File: src/rtl/rv_fetch_queue_if.sv
// Fetch-queue port bundle: instruction-bus request/ack, redirect, and decode-side handshake.
// The master modport is the queue itself; the slave modport is the bus + decode environment.
interface rv_fetch_queue_if #(
  parameter int DEPTH = 4
);
  localparam int LW = $clog2(2 * DEPTH) + 1;

  logic          i_flush;
  logic [31:0]   i_flush_pc;
  logic          o_cyc;
  logic [31:0]   o_addr;
  logic          i_ack;
  logic [31:0]   i_instruction;
  logic          o_valid;
  logic          i_ready;
  logic [31:0]   o_instruction;
  logic          o_compressed;
  logic [31:0]   o_pc;
  logic [LW-1:0] o_level;

  modport master (
    input  i_flush, i_flush_pc, i_ack, i_instruction, i_ready,
    output o_cyc, o_addr, o_valid, o_instruction, o_compressed, o_pc, o_level
  );

  modport slave (
    output i_flush, i_flush_pc, i_ack, i_instruction, i_ready,
    input  o_cyc, o_addr, o_valid, o_instruction, o_compressed, o_pc, o_level
  );
endinterface

File: src/rtl/rv_fetch_queue.sv
// Prefetch queue of DEPTH words held as 2*DEPTH halfword slots; reassembles mixed 16/32-bit
// instructions across word boundaries and presents one per cycle with its PC.
//
// state   | meaning
// S_IDLE  | no request on the bus
// S_BUSY  | request outstanding, its data will be written
// S_STALE | request outstanding but issued before a redirect; its ack is dropped
module rv_fetch_queue #(
  parameter int          DEPTH     = 4,
  parameter logic [31:0] RESET_PC  = 32'h0000_0000,
  parameter bit          SUPPORT_C = 1'b1
) (
  input  logic             i_clk,
  input  logic             i_reset,
  rv_fetch_queue_if.master fq
);

  localparam int SLOTS = 2 * DEPTH;
  localparam int PW    = $clog2(SLOTS);
  localparam int LW    = PW + 1;
  localparam logic [LW-1:0] LAUNCH_MAX = LW'(SLOTS - 2);
  localparam logic [31:0]   PC_MASK    = SUPPORT_C ? 32'hFFFF_FFFF : 32'hFFFF_FFFD;

  typedef enum logic [1:0] {S_IDLE, S_BUSY, S_STALE} state_t;

  state_t        state, state_nxt;
  logic [15:0]   mem [SLOTS];
  logic [PW-1:0] rd_ptr, wr_ptr;
  logic [LW-1:0] level, level_nxt, push_cnt, pop_cnt;
  logic [31:0]   head_pc, fetch_addr, req_addr, fetch_src, flush_word;
  logic          drop;
  logic [15:0]   hw0, hw1;
  logic          is32, head_ok, push, pop, launch, launch_ok;

  // Head decode straight from the slot array
  always_comb begin
    hw0     = mem[rd_ptr];
    hw1     = mem[rd_ptr + PW'(1)];
    is32    = !SUPPORT_C || (hw0[1:0] == 2'b11);
    head_ok = is32 ? (level >= LW'(2)) : (level != '0);
  end

  always_comb begin
    push_cnt   = push ? (drop ? LW'(1) : LW'(2)) : '0;
    pop_cnt    = pop ? (is32 ? LW'(2) : LW'(1)) : '0;
    level_nxt  = fq.i_flush ? '0 : level + push_cnt - pop_cnt;
    launch_ok  = level_nxt <= LAUNCH_MAX;
    flush_word = {fq.i_flush_pc[31:2], 2'b00};
    fetch_src  = fq.i_flush ? flush_word : fetch_addr;
  end

  always_ff @(posedge i_clk) begin
    if (i_reset) state <= S_IDLE;
    else         state <= state_nxt;
  end

  always_comb begin
    state_nxt = state;
    launch    = 1'b0;
    case (state)
      S_IDLE: begin
        if (launch_ok) begin
          state_nxt = S_BUSY;
          launch    = 1'b1;
        end
      end
      S_BUSY, S_STALE: begin
        if (fq.i_ack) begin
          state_nxt = launch_ok ? S_BUSY : S_IDLE;
          launch    = launch_ok;
        end else if (fq.i_flush) begin
          state_nxt = S_STALE;
        end
      end
      default: state_nxt = S_IDLE;
    endcase
  end

  // A redirect suppresses both the head and any write in the same cycle
  always_comb begin
    fq.o_cyc   = (state != S_IDLE);
    fq.o_valid = head_ok & ~fq.i_flush;
    push       = (state == S_BUSY) & fq.i_ack & ~fq.i_flush;
    pop        = fq.o_valid & fq.i_ready;
  end

  always_ff @(posedge i_clk) begin
    if (i_reset) begin
      rd_ptr     <= '0;
      wr_ptr     <= '0;
      level      <= '0;
      head_pc    <= RESET_PC & PC_MASK;
      fetch_addr <= {RESET_PC[31:2], 2'b00};
      req_addr   <= {RESET_PC[31:2], 2'b00};
      drop       <= SUPPORT_C & RESET_PC[1];
    end else begin
      level <= level_nxt;
      if (launch) begin
        req_addr   <= fetch_src;
        fetch_addr <= fetch_src + 32'd4;
      end else begin
        fetch_addr <= fetch_src;
      end
      if (fq.i_flush) begin
        rd_ptr  <= '0;
        wr_ptr  <= '0;
        head_pc <= fq.i_flush_pc & PC_MASK;
        drop    <= SUPPORT_C & fq.i_flush_pc[1];
      end else begin
        if (push) begin
          wr_ptr <= wr_ptr + (drop ? PW'(1) : PW'(2));
          drop   <= 1'b0;
        end
        if (pop) begin
          rd_ptr  <= rd_ptr + (is32 ? PW'(2) : PW'(1));
          head_pc <= head_pc + (is32 ? 32'd4 : 32'd2);
        end
      end
    end
  end

  always_ff @(posedge i_clk) begin
    if (push) begin
      if (drop) begin
        mem[wr_ptr] <= fq.i_instruction[31:16];
      end else begin
        mem[wr_ptr]            <= fq.i_instruction[15:0];
        mem[wr_ptr + PW'(1)]   <= fq.i_instruction[31:16];
      end
    end
  end

  assign fq.o_addr        = req_addr;
  assign fq.o_pc          = head_pc;
  assign fq.o_level       = level;
  assign fq.o_compressed  = ~is32;
  assign fq.o_instruction = is32 ? {hw1, hw0} : {16'h0000, hw0};

endmodule
File: src/flat_wrapper.sv
// flat-port wrapper written by rule: the top's interface ports become plain ports
module rv_fetch_queue_flat 
#(
  parameter int          DEPTH     = 4,
  parameter logic [31:0] RESET_PC  = 32'h0000_0000,
  parameter bit          SUPPORT_C = 1'b1
)
  (i_clk, i_reset, fq_i_flush, fq_i_flush_pc, fq_i_ack, fq_i_instruction, fq_i_ready, fq_o_cyc, fq_o_addr, fq_o_valid, fq_o_instruction, fq_o_compressed, fq_o_pc, fq_o_level);
  rv_fetch_queue_if #(.DEPTH(DEPTH)) fq_i ();
  input  logic i_clk;
  input  logic i_reset;
  input wire logic [$bits(fq_i.i_flush)-1:0] fq_i_flush;
  input wire logic [$bits(fq_i.i_flush_pc)-1:0] fq_i_flush_pc;
  input wire logic [$bits(fq_i.i_ack)-1:0] fq_i_ack;
  input wire logic [$bits(fq_i.i_instruction)-1:0] fq_i_instruction;
  input wire logic [$bits(fq_i.i_ready)-1:0] fq_i_ready;
  output wire logic [$bits(fq_i.o_cyc)-1:0] fq_o_cyc;
  output wire logic [$bits(fq_i.o_addr)-1:0] fq_o_addr;
  output wire logic [$bits(fq_i.o_valid)-1:0] fq_o_valid;
  output wire logic [$bits(fq_i.o_instruction)-1:0] fq_o_instruction;
  output wire logic [$bits(fq_i.o_compressed)-1:0] fq_o_compressed;
  output wire logic [$bits(fq_i.o_pc)-1:0] fq_o_pc;
  output wire logic [$bits(fq_i.o_level)-1:0] fq_o_level;
  assign fq_i.i_flush = fq_i_flush;
  assign fq_i.i_flush_pc = fq_i_flush_pc;
  assign fq_i.i_ack = fq_i_ack;
  assign fq_i.i_instruction = fq_i_instruction;
  assign fq_i.i_ready = fq_i_ready;
  assign fq_o_cyc = fq_i.o_cyc;
  assign fq_o_addr = fq_i.o_addr;
  assign fq_o_valid = fq_i.o_valid;
  assign fq_o_instruction = fq_i.o_instruction;
  assign fq_o_compressed = fq_i.o_compressed;
  assign fq_o_pc = fq_i.o_pc;
  assign fq_o_level = fq_i.o_level;
  rv_fetch_queue #(.DEPTH(DEPTH), .RESET_PC(RESET_PC), .SUPPORT_C(SUPPORT_C)) u_core (.i_clk(i_clk), .i_reset(i_reset), .fq(fq_i));
endmodule
File: config.mk
export PLATFORM = sky130hd
export DESIGN_NAME = rv_fetch_queue_flat
export DESIGN_NICKNAME = d
export VERILOG_FILES = /design/src/rtl/rv_fetch_queue_if.sv /design/src/rtl/rv_fetch_queue.sv /design/src/flat_wrapper.sv
export SDC_FILE = /design/constraint.sdc
export NUM_CORES = 1
export LEC_CHECK = 0
export ABC_AREA = 1
export CORE_MARGIN = 5
export CORE_UTILIZATION = 31
export CTS_BUF_LIST = sky130_fd_sc_hd__clkbuf_4 sky130_fd_sc_hd__clkbuf_8
export CTS_CLUSTER_SIZE = 25
export DETAILED_ROUTE_END_ITERATION = 8
export SYNTH_ARGS = -nofsm -noshare
export SYNTH_HDL_FRONTEND = slang
export SYNTH_SLANG_ARGS = --single-unit
File: constraint.sdc
create_clock -name i_clk -period 5.1 [get_ports i_clk]
set_input_delay 1.02 -clock i_clk [delete_from_list [all_inputs] [get_ports i_clk]]
set_output_delay 1.02 -clock i_clk [all_outputs]
set_load 0.01 [all_outputs]
Yosys cells after proc, flatten, opt, wreduce, memory -nomap -nowiden
Memory sizes are Yosys's and may differ from the RTL's. A register that Yosys moved wholly into a read port is not among the register bits.
Index checks and enable logic that the tools add are counted.
{"block": "totals", "memories": 1, "out_inout_bits": 103, "input_bits": 69, "ram_bits": 128, "register_bits": 109, "wordCells": 72}
{"block": "classes", "reduce_logical": 8, "order_cmp": 2, "add_sub_neg": 8, "n_mux": 33, "bitwise": 7, "n_eq_ne": 5}
{"memory": "u_core.mem", "depth": 8, "word_bits": 16, "rd": 2, "rd_ports_with_merged_regs": 1, "write_ports": 2, "line": "rv_fetch_queue.sv:27", "rtl": "logic [15:0] mem [SLOTS];"}
{"operator": "two-way mux 32 bit", "n": 5}
{"operator": "adder 32 x 3 -> 32 bit, second input constant", "n": 1}
{"operator": "adder 32 bit", "n": 1}
{"operator": "two-way mux 16 bit", "n": 1}
{"operator": "two-way mux 2 bit", "n": 7}
{"operator": "two-way mux 1 bit", "n": 12}
{"operator": "two-way mux 4 bit", "n": 3}
{"operator": "two-way mux 3 bit", "n": 3}
{"operator": "adder 3 x 1 -> 3 bit, second input constant", "n": 2}
{"operator": "adder 3 bit", "n": 2}
{"operator": "nonzero test 2 bit", "n": 3}
{"operator": "adder 4 bit", "n": 1}
{"operator": "bitwise AND 1 bit", "n": 4}
{"operator": "equality test 2 bit, second input constant", "n": 2}
{"operator": "greater-or-equal comparator 4 x 2 -> 1 bit, second input constant", "n": 1}
{"operator": "less-or-equal comparator 4 x 3 -> 1 bit, second input constant", "n": 1}
{"operator": "one-hot mux 2 bit (2 select lines)", "n": 1}
{"operator": "nonzero test 4 bit", "n": 1}
{"operator": "OR reduction 2 bit", "n": 2}
{"operator": "subtractor 4 bit", "n": 1}
{"operator": "inequality test 3 bit, second input constant", "n": 1}
{"operator": "equality test 2 x 1 -> 1 bit, second input constant", "n": 1}
{"operator": "zero test 2 bit", "n": 1}
{"operator": "inequality test 2 x 1 -> 1 bit, second input constant", "n": 1}
{"operator": "other kinds (4)", "n": 5}

Longest topological paths before layout
Gate-level depths: netlist of the first run.
{"block": "depth", "depth_word": 11, "ltp_mapped": 31, "ltp_nobuf": 28}

Worst setup path after synthesis of the first run
Ideal clock, no wire load.
{"block": "synth_timing", "path_kind": "input-to-reg", "start": "input port fq_i_flush", "end": "register u_core.req_addr[10], in the netlist u_core.fq.o_addr[10]", "path_buffers": 4, "required_time_ps": 4978, "slack_ps": 1097, "t_arrival_ps": 3882, "path_stages": 15, "setup_time_ps": 122, "cell_sequence": "buf_6 nor2_2 inv_2 nor2_4 buf_1 fa_1 fa_1 nor2_1 nor2_1 nand4_1 nand2_1 nor2_4 clkbuf_1 buf_2 a21oi_1"}
{"block": "synth_via", "elab_chain_len": 9, "elab_cells_between_ends": 14, "cone_classes": "2 x add/sub; 1 x order compare; 7 x mux; 4 x bitwise"}
{"element": "start: declaration", "line": "flat_wrapper.sv:12", "rtl": "input wire logic [$bits(fq_i.i_flush)-1:0] fq_i_flush;"}
{"element": "inverter 1 bit", "line": "rv_fetch_queue.sv:82, rv_fetch_queue.sv:83"}
{"element": "bitwise AND 1 bit (on tied branches)", "line": "rv_fetch_queue.sv:83, rv_fetch_queue.sv:82"}
{"element": "two-way mux 4 bit or bitwise AND 1 bit (tied branches)", "line": "rv_fetch_queue.sv:44, rv_fetch_queue.sv:84"}
{"element": "adder 4 bit or two-way mux 4 bit (tied branches)", "line": "rv_fetch_queue.sv:46, rv_fetch_queue.sv:45"}
{"element": "subtractor 4 bit", "line": "rv_fetch_queue.sv:46", "rtl": "level_nxt = fq.i_flush ? '0 : level + push_cnt - pop_cnt;"}
{"element": "two-way mux 4 bit", "line": "rv_fetch_queue.sv:46"}
{"element": "less-or-equal comparator 4 x 3 -> 1 bit", "line": "rv_fetch_queue.sv:47", "rtl": "launch_ok = level_nxt <= LAUNCH_MAX;"}
{"element": "two-way mux 1 bit (on tied branches)", "line": "rv_fetch_queue.sv:68, rv_fetch_queue.sv:62"}
{"element": "one-hot mux 1 bit (2 select lines)", "line": "rv_fetch_queue.sv:60", "rtl": "case (state)"}
{"element": "end signal: assignment", "line": "rv_fetch_queue.sv:94", "rtl": "req_addr <= {RESET_PC[31:2], 2'b00};"}
{"element": "end signal: assignment", "line": "rv_fetch_queue.sv:99", "rtl": "req_addr <= fetch_src;"}
{"element": "end: declaration", "line": "rv_fetch_queue.sv:30", "rtl": "logic [31:0] head_pc, fetch_addr, req_addr, fetch_src, flush_word;"}
Parallel ways exist; a longest one is shown, timed or not.
A chain may end at the register's enable or synchronous reset.

Worst setup path in the final report of the first run
{"block": "layout_timing", "start": "register u_core.rd_ptr[0]", "end": "output port fq_o_instruction[16]"}
{"block": "layout_via", "elab_chain_len": 3}
{"element": "start: declaration", "line": "rv_fetch_queue.sv:28", "rtl": "logic [PW-1:0] rd_ptr, wr_ptr;"}
{"element": "start signal: assignment", "line": "rv_fetch_queue.sv:115", "rtl": "rd_ptr <= rd_ptr + (is32 ? PW'(2) : PW'(1));"}
{"element": "adder 3 x 1 -> 3 bit", "line": "rv_fetch_queue.sv:38", "rtl": "hw1 = mem[rd_ptr + PW'(1)];"}
{"element": "memory (8 x 16 bit)"}
{"element": "two-way mux 32 bit", "line": "rv_fetch_queue.sv:137", "rtl": "assign fq.o_instruction = is32 ? {hw1, hw0} : {16'h0000, hw0};"}
{"element": "end: declaration", "line": "flat_wrapper.sv:20", "rtl": "output wire logic [$bits(fq_i.o_instruction)-1:0] fq_o_instruction;"}
No other way between the ends.

==> results of run 1 <==
[stage by stage]
stage                     setup WS, ps  power (mW)
after floorplan                   1100        3.43
after global placement             682        4.14
after detailed placement           598        4.17
after CTS                          573        6.18
after global routing               197        6.47
final                              603        6.13
[kinds of logic after synthesis]
kind of cell / synth area share (%)
AND/OR/NAND/NOR: 26.4
AO/OA/AOI/OAI: 19.8
buffers and inverters: 8.47
flip-flops: 42.3
adder cells (fa/ha/maj): 2.00
XOR/XNOR: 1.10
[area by class of cell]
cell class | instances | area [um2] | area share, %
multi-input cells | 1485 | 7100 | 40.5
clock inverters | 10 | 76.3 | 0.435
inverters | 178 | 671 | 3.82
flip-flops and latches | 240 | 6090 | 34.7
repair buffers | 207 | 1990 | 11.3
well taps | 607 | 759 | 4.33
clock buffers | 70 | 857 | 4.89
[per-layer routing]
layer	wire, um	share of wire (%)
met4	1670	3.1
met2	25200	47
met1	21500	40
met5	27	0.051
met3	4730	8.9
[report_power, final]
group          switching, mW  internal, mW  total, mW
clock network          0.875          1.11       1.99
registers              0.134          2.27       2.40
logic                   1.05         0.685       1.74
total                   2.06          4.07       6.13
[worst reg2reg max path, stage by stage (launching register included)]
cell	delay [ps]
dfxtp_2	440
inv_2	410
nand2_1	140
nand3_1	110
nand2_1	70
nand2_1	70
nand2_1	120
nand2_2	180
nand2_1	90
nand2_2	90
nand3_1	90
inv_1	140
nand2_1	100
fa_1	520
fa_1	460
nor2_1	150
nor2_1	60
nand4_1	60
nand2_1	130
nor2_4	230
buf_12	260
nand2_1	170
o21ai_1	150
nand2_1	70
nor2_1	120
[synth_stat cells, types with 3 or more instances]
cell	count
a21oi_1	128
a31oi_1	31
and2_1	3
buf_1	9
buf_2	15
buf_6	9
clkbuf_1	80
dfxtp_1	112
edfxtp_1	128
fa_1	5
ha_1	15
inv_1	168
inv_2	7
nand2_1	582
nand2_2	24
nand3_1	72
nand4_1	13
nor2_1	180
nor2_2	12
nor2_4	5
nor3_1	17
o211ai_1	33
o21a_1	19
o21ai_0	288
o21ai_1	20
xnor2_1	9
xor2_1	9
[registers in the layout, indices dropped and copies added (netlist names), named ones only]
name               cells
u_core.state           2
u_core.drop            1
u_core.fq.o_pc        32
u_core.wr_ptr          3
u_core.fetch_addr     32
u_core.rd_ptr          3
u_core.fq.o_addr      32
u_core.mem           128
u_core.fq.o_level      4
[worst max-delay path by stage]
stage,from,endpoint,slack [ps]
4_1_cts,u_core.rd_ptr[0],fq_o_instruction[16],570
5_1_grt,flip-flop,u_core.fetch_addr[18],200
3_5_place_dp,fq_i_ack,u_core.fetch_addr[18],600
3_3_place_gp,fq_i_ack,u_core.fetch_addr[18],680
2_1_floorplan,fq_i_flush,u_core.fq.o_addr[10],1100
6_report,u_core.rd_ptr[0],fq_o_instruction[16],600
==> qor.txt, run 1 <==
=================================================================================
Buffers inserted during post-CTS setup optimization                             0
Fraction of registers with async set/reset                                     0%
Number of enable flip-flop cells after synthesis                              128
Area of the core region                                                0.0463 mm2
Slew Limit Headroom                                                         26.4%
Non-Filler Instances                                                         2797
Deepest clock path buffer count                                                 3
Share of synthesized area occupied by flip-flops and latches                42.3%
Synthesis-to-finish area growth                                             22.0%
Proportion of netlist area held by the largest area contributor             26.7%
Routability congestion estimate from global placement                       0.911
Post-CTS resize count                                                           0
Critical Path AT                                                          3480 ps
Total routing usage reported by global routing                              20.2%
Worst hold path type                                                 flip-flop to flip-flop
Most used cells in the layout excluding fill and tap cells           nand2_1 (582), o21ai_0 (280), nor2_1 (180)
Status                                                               complete, no violations
Number of hold buffers added after CTS                                          0
Number of nets at the end of the flow                                        2245
GRT overflow                                                                    0
Initial core utilization                                                    31.1%
Source-to-sink clock delay at the later pin of the worst-skew pair         610 ps
Fraction of final layout cells sized beyond drive strength 1                8.13%
Setup total negative slack                                                   0 ps
Met1 Usage GRT                                                              25.9%
Average via count per standard cell                                          5.19
Capture endpoint of the worst hold path                              u_core.fetch_addr[1]
Leading cell types by total area after synthesis                     edfxtp_1 (27%), dfxtp_1 (16%), nand2_1 (15%), o21ai_0 (10%), nor2_1 (4.7%)
Crit Path Category                                                   flip-flop to output port
Vias in the first global route                                              13900
Die Span Y                                                                 225 um
Buffer and inverter count on the worst path                                     2
Remaining antenna violation count                                               0
Final design area excluding fillers                                    0.0175 mm2
FMAX                                                                    0.222 GHz
Clock tree from TritonCTS                                                   built
Final slew viol count                                                           0
Drt first-iter violations                                                    1442
Global-route wire length before repair                                    80.3 mm
Final critical path time including I/O delays and setup                   4500 ps
Cell count of the worst hold path                                               2
Cell Chain, Critical Path                                            ha_2 > buf_4 > o21ai_0 > nand2_1 > o21ai_0 > nor2_1 > clkdlybuf4s50_1
Cell count after placement                                                   2717
Count of cell instances traversed by the critical path                          7
Syn Std Cell Area                                                      0.0144 mm2
Setup violators final                                                           0
Kind of start point of the critical path                                flip-flop
Fill cell instance count of the final layout                                 4886
Actual slew at the worst max-slew pin                                     1100 ps
Area after DPL                                                         0.0166 mm2
Final HPWL DP                                                             35.5 mm
Total iterations of the first detailed-routing run                              6
Worst path slowest cell                                                      ha_2
Area leader, netlist                                                     edfxtp_1
Fin util                                                                    37.9%
Tightest hold margin                                                       448 ps
Die X                                                                      225 um
Inserted Diodes                                                                 0
Num Clock Sinks                                                               240
Met3 GRT Util                                                               3.74%
Skew final                                                                28.3 ps
Top-level port count                                                          172
Leakage Power                                                             6.94 nW
Yosys warnings                                                                  0
Post-synthesis cell count                                                    2019
Row count                                                                      79
Unrepaired setup endpoints after global routing                                no
Largest net degree at the start of global routing                              80
Delay of the slowest cell on the worst path                                900 ps
Post-synthesis cell type count                                                 45
Vias post-DR                                                                14500
Die outline area                                                       0.0508 mm2
Element type at the critical path end                                 output port
Clk pin slew, worst setup/hold paths                                        60 ps
Number of buffers inserted during clock tree synthesis                         44
Data required time of the critical path                                   4080 ps
R2R Path End                                                         u_core.fetch_addr[31]
Number of buffer cells added on primary ports                                 171
Number of H-tree branching levels                                               2
Initial antenna violation count                                                 2
Pwr/cell area                                                          349 mW/mm2
Most common cell on crit path                                             o21ai_0
Synth Register Bits                                                           240
Most common library cell in the layout ignoring fill and taps             nand2_1
Syn nets                                                                     2108
Origin of the worst min-delay path                                   u_core.fetch_addr[1]
Critical path peak fanout                                                      41
Most used DFF post-synth                                                 edfxtp_1
Cell class contributing the biggest share of worst-path delay        buffers and inverters
Most Used Layer, Global Route                                                met2
Post-route clock period utilization                                         88.2%
R2R Setup Slk                                                              610 ps
Count of unresolved DRC violations after routing                                0
Synthesized area divided by synthesized cell count                       7.12 um2
Root buffer cell                                                         clkbuf_8
Peak VDD IR                                                              0.260 mV
Max-cap viol count                                                              0
Global Route met2 Usage                                                     34.5%
Final wirelength                                                          53.1 mm
WL/cell                                                                   19.0 um
Total count of hold-check failures in the final report                          0
Worst R2R Path Depth                                                           24
=================================================================================
Power figures use the tool's default switching activity.
==> run 2: changes to the inputs <==
CORE_ASPECT_RATIO = 1.1   (was not set)
==> run 2 against run 1 <==
Against the previous run: clock skew increased by 0.70 ps; non-clock buffer count increased by 3; critical path depth increased by 3; final area decreased by 0.31%; global-route usage decreased by 0.42 points; core utilization increased by 0.30 points; first-iteration DRC count decreased by 16%; wire length decreased by 1.3%; highest routed layer is now met4; via count about the same; clock power decreased by 4%; hold slack got worse by 1.7 ps.
==> qor.txt, run 2 (same netlist as run 1, synthesis figures left out) <==
=================================================================================
Delay of the slowest cell on the worst path                                830 ps
Fraction of final layout cells sized beyond drive strength 1                8.15%
Switching portion of total power                                            34.1%
Final design area excluding fillers                                    0.0175 mm2
Peak VDD IR                                                              0.202 mV
Number of H-tree branching levels                                               2
Count of unresolved DRC violations after routing                                0
Tightest hold margin                                                       446 ps
GRT overflow                                                                    0
Final slew viol count                                                           0
Leakage Power                                                             6.94 nW
WL/cell                                                                   18.8 um
Combinational power share                                                   28.5%
Initial core utilization                                                    31.4%
Initial antenna violation count                                                 0
Post-route clock period utilization                                         90.5%
Final HPWL DP                                                             35.9 mm
Slew Limit Headroom                                                         26.6%
Vias post-DR                                                                14500
Number of hold buffers added after CTS                                          0
Skew final                                                                29.0 ps
Total count of hold-check failures in the final report                          0
Unrepaired setup endpoints after global routing                                no
Most common library cell in the layout ignoring fill and taps             nand2_1
Clock tree from TritonCTS                                                   built
Worst path slowest cell                                                     inv_2
Routability congestion estimate from global placement                       0.897
Number of nets at the end of the flow                                        2250
Buffers inserted during post-CTS setup optimization                             0
Cell internal pwr                                                         3.97 mW
Largest net degree at the start of global routing                              83
Post-route setup slack                                                     486 ps
Register share of total power                                               39.8%
Row count                                                                      82
Worst R2R Path Depth                                                           23
Vias in the first global route                                              14000
Setup violators final                                                           0
Cell count of the worst hold path                                               2
Number of buffer cells added on primary ports                                 171
Die Span Y                                                                 236 um
Post-placement setup slack                                                 527 ps
Die X                                                                      215 um
Critical path peak fanout                                                      59
Max-cap viol count                                                              0
Most used cells in the layout excluding fill and tap cells           nand2_1 (582), o21ai_0 (280), nor2_1 (180)
Setup total negative slack                                                   0 ps
Switching power                                                           2.05 mW
Global-route wire length before repair                                    79.7 mm
Final wirelength                                                          52.4 mm
Clk pin slew, worst setup/hold paths                                        60 ps
Total iterations of the first detailed-routing run                              6
Worst hold path type                                                 flip-flop to flip-flop
Number of buffers inserted during clock tree synthesis                         46
Cell Chain, Critical Path                                            buf_4 > inv_2 > buf_4 > nor2_1 > a21oi_1 > o21ai_0 > nand2_1 > o21ai_0 > nor2_1 > clkdlybuf4s50_1
Average via count per standard cell                                          5.22
Final critical path time including I/O delays and setup                   4610 ps
Critical Path AT                                                          3590 ps
Actual slew at the worst max-slew pin                                     1100 ps
Area of the core region                                                0.0458 mm2
Inserted Diodes                                                                 0
Area after DPL                                                         0.0166 mm2
Die outline area                                                       0.0508 mm2
Top-level port count                                                          172
Element type at the critical path end                                 output port
Crit Path Category                                                   flip-flop to output port
Biggest register                                                       u_core.mem
FMAX                                                                    0.217 GHz
Kind of start point of the critical path                                flip-flop
Post-CTS resize count                                                           0
Deepest clock path buffer count                                                 3
Synthesis-to-finish area growth                                             21.6%
Data required time of the critical path                                   4080 ps
Num Clock Sinks                                                               240
Remaining antenna violation count                                               0
Fin util                                                                    38.2%
Pwr/cell area                                                          344 mW/mm2
Number of flip-flops in the largest register                                  128
Drt first-iter violations                                                    1209
Total routing usage reported by global routing                              19.8%
Clock share of power                                                        31.7%
Root buffer cell                                                         clkbuf_8
Source-to-sink clock delay at the later pin of the worst-skew pair         620 ps
Status                                                               complete, no violations
=================================================================================
-- run 2: changes by cell type in the layout (fill, tap and decap cells not counted), sizes merged --
cell           delta
buf               +4
bufinv            -1
clkbuf            -2
clkdlybuf4s50     -1
clkinv            +7
clkinvlp          -2
inv               +2
-- run 2: power by group through the flow --
| stage | clock [mW] | sequential (mW) | combinational (mW) |
|---|---|---|---|
| global route | 2.05 | 2.42 | 1.91 |
| detailed placement | 0 | 2.43 | 1.72 |
| finish | 1.91 | 2.39 | 1.71 |
| floorplan | 0 | 2.45 | 0.979 |
| CTS | 1.96 | 2.39 | 1.73 |
| global placement | 0 | 2.43 | 1.68 |
-- run 2: per-layer routing --
metal  wire length, um  GRT usage [%]  share of wire, %
met1             20700           24.2                39
met3              4450           4.09               8.5
met2             25600           34.6                49
met4              1710           7.08               3.3
met5                 0              0                 0
-- run 2: final cells by class --
type / instances / area, um2
Clock buffer: 68 / 823
Clock inverter: 16 / 75.1
Fill cell: 4838 / 28300
Inverter: 178 / 671
Multi-Input combinational cell: 1485 / 7100
Sequential cell: 240 / 6090
Tap cell: 588 / 736
Timing Repair Buffer: 210 / 1990
-- run 2: worst paths after layout --
path | slack [ps] | startpoint | end
setup / recovery | 490 | u_core.rd_ptr[0] | fq_o_instruction[21]
hold / removal | 450 | u_core.fetch_addr[0] | u_core.fetch_addr[0]
setup reg to reg | 690 | flip-flop | u_core.fq.o_addr[13]
hold reg to reg | 450 | u_core.fetch_addr[0] | u_core.fetch_addr[0]
-- run 2: stage by stage --
stage | cells | power, mW
after floorplan | 2019 | 3.43
after global placement | 2701 | 4.11
after detailed placement | 2701 | 4.14
after CTS | 2785 | 6.08
after global routing | 2785 | 6.37
final | 2785 | 6.02
-- run 2: critical path, delay by kind of cell (launching register included) --
family                 cells  cell delay (ps)
AO/OA/AOI/OAI              3              320
buffers and inverters      4             1960
flip-flops                 1              350
AND/OR/NAND/NOR            3              320
